[src/rtl/circuito_exp4_game.sv]
// circuito_exp4_game: memory-sequence game with a 16-entry ROM, chaves register, counter and FSM.
// Define DB_7SEG_EN to drive the db_* display buses as active-low 7-segment codes.
module circuito_exp4_game (
    input  logic       clock,
    input  logic       reset,
    input  logic       iniciar,
    input  logic [3:0] chaves,
    output logic       pronto,
    output logic       acertou,
    output logic       errou,
    output logic       db_igual,
    output logic       db_iniciar,
    output logic [6:0] db_contagem,
    output logic [6:0] db_memoria,
    output logic [6:0] db_chaves,
    output logic [6:0] db_estado
);
    typedef enum logic [3:0] {
        INICIAL     = 4'h0,
        PREPARACAO  = 4'h1,
        REGISTRA    = 4'h4,
        COMPARACAO  = 4'h5,
        PROXIMO     = 4'h6,
        FIM_ACERTOU = 4'hA,
        FIM_ERROU   = 4'hE
    } state_t;

    localparam logic [3:0] ROM [16] = '{
        4'b0001, 4'b0010, 4'b0100, 4'b1000, 4'b0100, 4'b0010, 4'b0001, 4'b0001,
        4'b0010, 4'b0010, 4'b0100, 4'b0100, 4'b1000, 4'b1000, 4'b0001, 4'b0100
    };

    state_t     state, next_state;
    logic [3:0] contador, registro, memoria;

`ifdef DB_7SEG_EN
    function automatic logic [6:0] disp(input logic [3:0] v);
        case (v)
            4'h0: disp = 7'b1000000;
            4'h1: disp = 7'b1111001;
            4'h2: disp = 7'b0100100;
            4'h3: disp = 7'b0110000;
            4'h4: disp = 7'b0011001;
            4'h5: disp = 7'b0010010;
            4'h6: disp = 7'b0000010;
            4'h7: disp = 7'b1111000;
            4'h8: disp = 7'b0000000;
            4'h9: disp = 7'b0010000;
            4'hA: disp = 7'b0001000;
            4'hB: disp = 7'b0000011;
            4'hC: disp = 7'b1000110;
            4'hD: disp = 7'b0100001;
            4'hE: disp = 7'b0000110;
            default: disp = 7'b0001110;
        endcase
    endfunction
`else
    function automatic logic [6:0] disp(input logic [3:0] v);
        disp = {3'b000, v};
    endfunction
`endif

    assign memoria     = ROM[contador];
    assign db_igual    = registro == memoria;
    assign db_iniciar  = iniciar;
    assign db_contagem = disp(contador);
    assign db_memoria  = disp(memoria);
    assign db_chaves   = disp(registro);
    assign db_estado   = disp(state);

    always_comb begin
        next_state = INICIAL;
        case (state)
            INICIAL:     next_state = iniciar ? PREPARACAO : INICIAL;
            PREPARACAO:  next_state = REGISTRA;
            REGISTRA:    next_state = COMPARACAO;
            COMPARACAO:  next_state = !db_igual ? FIM_ERROU : (contador == 4'hF) ? FIM_ACERTOU : PROXIMO;
            PROXIMO:     next_state = REGISTRA;
            FIM_ACERTOU: next_state = iniciar ? PREPARACAO : FIM_ACERTOU;
            FIM_ERROU:   next_state = iniciar ? PREPARACAO : FIM_ERROU;
            default:     next_state = INICIAL;
        endcase
    end

    // End-state flags are registered from next_state so they track the state register exactly.
    always_ff @(posedge clock or posedge reset) begin
        if (reset) begin
            state    <= INICIAL;
            contador <= '0;
            registro <= '0;
            pronto   <= 1'b0;
            acertou  <= 1'b0;
            errou    <= 1'b0;
        end else begin
            state <= next_state;
            if (state == PREPARACAO) begin
                contador <= '0;
                registro <= '0;
            end
            if (state == REGISTRA) registro <= chaves;
            if (state == PROXIMO) contador <= contador + 4'd1;
            pronto  <= next_state == FIM_ACERTOU || next_state == FIM_ERROU;
            acertou <= next_state == FIM_ACERTOU;
            errou   <= next_state == FIM_ERROU;
        end
    end
endmodule

[config.mk]
export PLATFORM = sky130hd
export DESIGN_NAME = circuito_exp4_game
export DESIGN_NICKNAME = d
export VERILOG_FILES = /design/src/rtl/circuito_exp4_game.sv
export SDC_FILE = /design/constraint.sdc
export NUM_CORES = 1
export LEC_CHECK = 0
export BUFFER_PORTS_ARGS = -buffer_cell sky130_fd_sc_hd__buf_2
export CORE_ASPECT_RATIO = 1.5
export CORE_MARGIN = 2
export CORE_UTILIZATION = 44
export DETAILED_ROUTE_END_ITERATION = 10
export GPL_TIMING_DRIVEN = 0
export PLACE_DENSITY = 0.83
export SLEW_MARGIN = 20
export SYNTH_ARGS = -nofsm -noshare
export SYNTH_HDL_FRONTEND = slang
export SYNTH_SLANG_ARGS = --single-unit
export TNS_END_PERCENT = 20
[constraint.sdc]
create_clock -name clock -period 1.8 [get_ports clock]
set_input_delay 0.09 -clock clock [delete_from_list [all_inputs] [get_ports clock]]
set_output_delay 0.09 -clock clock [all_outputs]
set_load 0.02 [all_outputs]
* After elaboration in Yosys (flattened, before gate mapping)
Memories as Yosys holds them, arrays and structs flattened.
Index checks and enable logic that the tools add are counted.
** Storage, ports and cells
- Register bits :: 15
- Memory bits (read-only) :: 64
- Bits of input ports :: 7
- Output and inout bits :: 33
- Logic and storage cells :: 36
- Memories kept :: 1
** Operators by class
- $add $sub $neg :: 1
- $lt $le $gt $ge :: 1
- Eq/ne operators :: 10
- Multiplexer cells :: 11
- Bitwise operators :: 1
- Reduce and logical (&&, ||, !) cells :: 5
** Memories
- (name not given) :: words 16, width 4, rd ports 1, clocked after Yosys merged registers in 0, wr ports 0, line 63 : assign memoria = ROM[contador];
** Operators with widths (number)
- 2-to-1 mux 4 bit :: 9
- one-hot mux 4 bit (6 select lines) :: 1
- equality test 4 bit (second input constant) :: 5
- equality test 4 x 3 -> 1 bit (second input constant) :: 3
- >= comparator 5 bit (second input constant) :: 1
- NOT 4 -> 5 bit :: 1
- adder 4 x 1 -> 4 bit (second input constant) :: 1
- equality test 4 x 1 -> 1 bit (second input constant) :: 1
- equality test 4 bit :: 1
- zero test 4 bit :: 1
- nonzero test 2 bit :: 2
- OR reduction 2 bit :: 1
- logical OR 1 bit :: 1
- 2-to-1 mux 1 bit :: 1

* Logic depth before layout (Yosys ltp)
- Depth after elaboration :: 9
- Depth in mapped cells :: 7
- Mapped depth without buffers :: 6

* Least setup slack after synthesis
OpenSTA, ideal clock, no wires.
- Path kind :: reg-to-reg
- Start point :: register contador[1]
- End point :: register pronto
- Arrival :: 2.118 ns
- Data required time :: 1.666 ns
- Slack :: -0.452 ns
- Cell stages (with the launch flop) :: 8
- Buffers on the path :: 1
- Period minus slack after synthesis :: 2.252 ns
- Cell sequence :: dfrtp_1 > buf_2 > inv_1 > ha_1 > mux4_2 > xor2_1 > nor4_1 > a21boi_1
** On the way
- Word-level cells in the longest chain between the ends :: 9
- Elaborated cells on any way between the ends :: 12
** RTL lines
- from (decl) :: line 34 : logic [3:0] contador, registro, memoria;
- from (signal assigned) :: line 101 : if (state == PROXIMO) contador <= contador + 4'd1;
- NOT 4 -> 5 bit (not written as such) * :: line 63
- memory read (16 x 4 bit) *
- 2-to-1 mux 4 bit (not written as such) * (2 in a row) :: line 63
- net db_memoria[2] :: line 14 : output logic [6:0] db_memoria,
- equality test 4 bit * :: line 64 : assign db_igual = registro == memoria;
- 2-to-1 mux 4 bit * :: line 77 : COMPARACAO: next_state = !db_igual ? FIM_ERROU : (contador == 4'hF) ? FIM_ACERTOU : PROXIMO;
- one-hot mux 4 bit (6 select lines) * :: line 73 : case (state)
- equality test 4 bit :: line 102 : pronto <= next_state == FIM_ACERTOU || next_state == FIM_ERROU;
- logical OR 1 bit * :: line 102
- to (signal assigned) :: line 91 : pronto <= 1'b0;
- to (signal assigned) :: line 102
- to (decl) :: line 8 : output logic pronto,
Mark *: on every way through the listed nets, which the timed path passes. The rest lies on a longest branch. The select of a mux whose other input is x is not followed.
A chain may end at the register's enable or synchronous reset.

* Final worst setup path
- Start point :: register contador[1]
- End point :: output port db_igual
** On the way
- Word-level cells in the longest chain between the ends :: 5
** RTL lines
- NOT 4 -> 5 bit (not written as such) :: line 63
- memory read (16 x 4 bit)
- 2-to-1 mux 4 bit (not written as such) (2 in a row) :: line 63
- equality test 4 bit :: line 64
- to (decl) :: line 11 : output logic db_igual,
Every way passes these cells. The select of a mux whose other input is x is not followed.

==> metrics <==
Tmin final=about 2.2 ns; f_max=0.4478 GHz; warnings from Yosys=0; R2R Path Start=contador[1]; RSZ-0062 raised after global routing=true; Starting Density=46.58%; fin worst setup slack=-0.4332 ns; clock share of power=6.9%; endpoints failing setup=7; io pins=40; worst-path fanout max=3; asr flop ratio synth=between 90% and 100%; Max Slew Vio Count=0; DRC viols=0; Crit Path Class=reg -> out; Synth cell types=41; first-pass iteration count of the detailed router=4; die width=45.58 um; sequential area share after synthesis=about a third; clock sinks=15; violated checks=setup timing; H-tree Lvls=1; synthesized flop and latch total=15; vias in the first global route=1,075; Multi-input gate area=749.5 um2; hpwl dp=2154 um; total number of vias=1,084; Antenna Cells=0; peak supply drop=0.9809 mV; # rows=22; crit path capture type=primary output; root buf cell=clkbuf_4; Final period util=124.1%; Finished Core Util=64.10%; clk slew on worst S/H paths=0.09 ns; clk buf depth=2; Seq pwr share=a little over a fifth; Post-Route Skew=0.004129 ns; WL final=2949 um; combinational power share=a little over 70%; Overall Power=between 2 and 3 mW; share of layout cells above drive strength 1=about two fifths; area growth from synthesis to layout=37.61%; Critical Path RT=1.71 ns; relative slew slack=60.36%; worst reg-to-reg setup slack=-0.22 ns; Avg Inst Size Synth=8.711 um2; Post-synth EDFFs=0; wire per inst=14.32 um; dpl cell area=1403 um2; ANT nets after route=0; final instance area=between 1500 and 2000 um2; first-pass GRT wire length=4540 um; Mapped Area=around 1100 um2; Switch Pwr=1.420 mW; clk_lat worst skew=0.29 ns; CP Data Arrival Time=approximately 2.1 ns; Leak=~0.74 nW; FF-to-FF End=pronto; Port Buffers=27; DR iter-0 viols=32; Sw Share=between 40% and 50%; Synth Flop Type=dfrtp_1; Final GP Congestion=~0.90; FF/Latch Area=roughly 380 um2; total CTS buffers=3; fill cell count=209; Max Cap Viol=0; total die area=3025 um2; Vias per Instance=5.262; final-stage net count=195; Min Hold Slack=0.09632 ns; TritonCTS clock tree=yes; initial antenna violation count=0; Hold Path Stages=3; pre-CTS WS=-0.3260 ns; CP startpoint kind=flip-flop; gr usage total=20.46%; final hold vios=0; Worst Reg-to-Reg Cells=8; cell-internal power=1.466 mW; Core Footprint=2450 um2; post-synthesis cell count=131; global route overflow=0; power density over the cells=1838 nW/um2; WHS Endpoint=registro[1]; worst-margin pin slew=0.5940 ns; HP Start=chaves[1]; largest net degree at the start of global routing=16; die height=66.37 um; status=complete, but fails checks; Worst Hold Class=in -> reg
==> metrics by stage <==
stage | cells | setup TNS (ns)
CTS | 204 | -1.572
floorplan | 142 | -0.6687
finish | 206 | -1.438
global placement | 193 | -0.7076
global route | 206 | -1.995
detailed placement | 193 | -1.171
==> area by class of cell <==
type / instances / share of cell area (%)
Tap cell: 24 / 1.912
Clock buffer: 4 / 1.673
Multi-Input combinational cell: 101 / 47.73
Buffer: 19 / 8.685
Inverter: 7 / 1.833
Sequential cell: 15 / 24.06
Timing Repair Buffer: 36 / 14.10
==> power by group through the flow <==
stage	Combinational [mW]	Clock, mW	Sequential, mW
global placement	1.62	0	0.614
detailed placement	1.69	0	0.628
global route	2.24	0.220	0.630
floorplan	1.15	0	0.730
CTS	1.90	0.198	0.601
finish	2.08	0.198	0.612
==> worst max-delay path by stage <==
stage           startpoint        to  slack (ns)  cells past startpoint
5_1_grt        contador[1]  db_igual       -0.50                      8
4_1_cts        contador[1]  db_igual       -0.48                      8
2_1_floorplan  contador[1]    pronto       -0.21                      7
6_report       contador[1]  db_igual       -0.43                      8
3_5_place_dp   contador[1]  db_igual       -0.33                      8
3_3_place_gp   contador[1]  db_igual       -0.25                      8
==> repair_timing <==
item / 4_1_cts / 5_1_grt
hold buffers: 1 / 0
pin swaps: 3 / 3
gates cloned: 0 / 0
setup buffers: 6 / 2
gates resized for setup: 5 / 11
endpoints found under the setup margin: 8 / 9
hold endpoints to repair: 15 / 0
==> synthesized netlist by cell type, drive strengths merged (2+ instances only) <==
cell type | count | share of area [%]
a211oi | 3 | 3.1
a21boi | 2 | 1.3
a21oi | 15 | 6.6
and2 | 2 | 1.1
and3 | 2 | 1.1
buf | 16 | 10
clkbuf | 3 | 0.99
dfrtp | 15 | 33
ha | 5 | 5.5
inv | 7 | 2.3
nand2 | 11 | 3.6
nand2b | 3 | 1.6
nor2 | 5 | 1.6
nor2b | 7 | 3.8
nor3 | 3 | 1.3
nor3b | 2 | 1.8
nor4 | 2 | 1.1
nor4b | 2 | 2.1
nor4bb | 2 | 1.8
o21ai | 7 | 3.1
o31ai | 2 | 1.3
xnor2 | 2 | 1.5
==> cell usage in the layout, fill, tap and decap left out, drive strengths merged <==
| cell | instances |
|---|---|
| a211oi | 3 |
| a21boi | 2 |
| a21o | 1 |
| a21oi | 15 |
| a32o | 1 |
| a41oi | 1 |
| and2 | 2 |
| and3 | 2 |
| buf | 51 |
| clkbuf | 7 |
| conb | 12 |
| dfrtp | 15 |
| dlygate4sd3 | 1 |
| ha | 5 |
| inv | 7 |
| mux2i | 1 |
| mux4 | 1 |
| nand2 | 11 |
| nand2b | 3 |
| nand3 | 1 |
| nand4 | 1 |
| nor2 | 5 |
| nor2b | 7 |
| nor3 | 3 |
| nor3b | 2 |
| nor4 | 2 |
| nor4b | 2 |
| nor4bb | 2 |
| o211a | 1 |
| o21a | 1 |
| o21ai | 7 |
| o22ai | 1 |
| o31ai | 2 |
| or3b | 1 |
| xnor2 | 2 |
| xor2 | 1 |
==> cell families (layout without fill, tap and decap cells) <==
family / after synthesis / count (layout) / share of synthesized area (%)
buffers and inverters: 26 / 66 / 13.71
other: 1 / 12 / 0.3286
adders and majority gates: 5 / 5 / 5.482
and+or+nand+nor: 44 / 44 / 22.70
xor gates and xnor gates: 3 / 3 / 2.303
DFF: 15 / 15 / 32.89
muxes: 2 / 2 / 2.851
AOI/OAI and AO/OA: 35 / 35 / 19.74
==> flip-flops by register name, summed over array words and instances (netlist names) <==
signal and cells:
registro 4, errou 1, pronto 1, state 4
acertou 1, contador 4
==> critical path, stage by stage, from the launching register on <==
cell and delay [ns]:
dfrtp_2 0.37, buf_6 0.10, inv_4 0.03, ha_4 0.15, buf_6 0.11, mux4_2 0.53
xor2_4 0.20, nor3b_4 0.22, buf_6 0.14
==> metal layers <==
metal	track usage [%]	vias to the layer above	wire, um
met2	36.27	28	1670
met3	2.459	4	78
met4	10.66	0	49
met1	22.49	520	1149
met5	0	-	0
li1	-	532	-
Note: power is estimated with default switching activity, not from simulation.
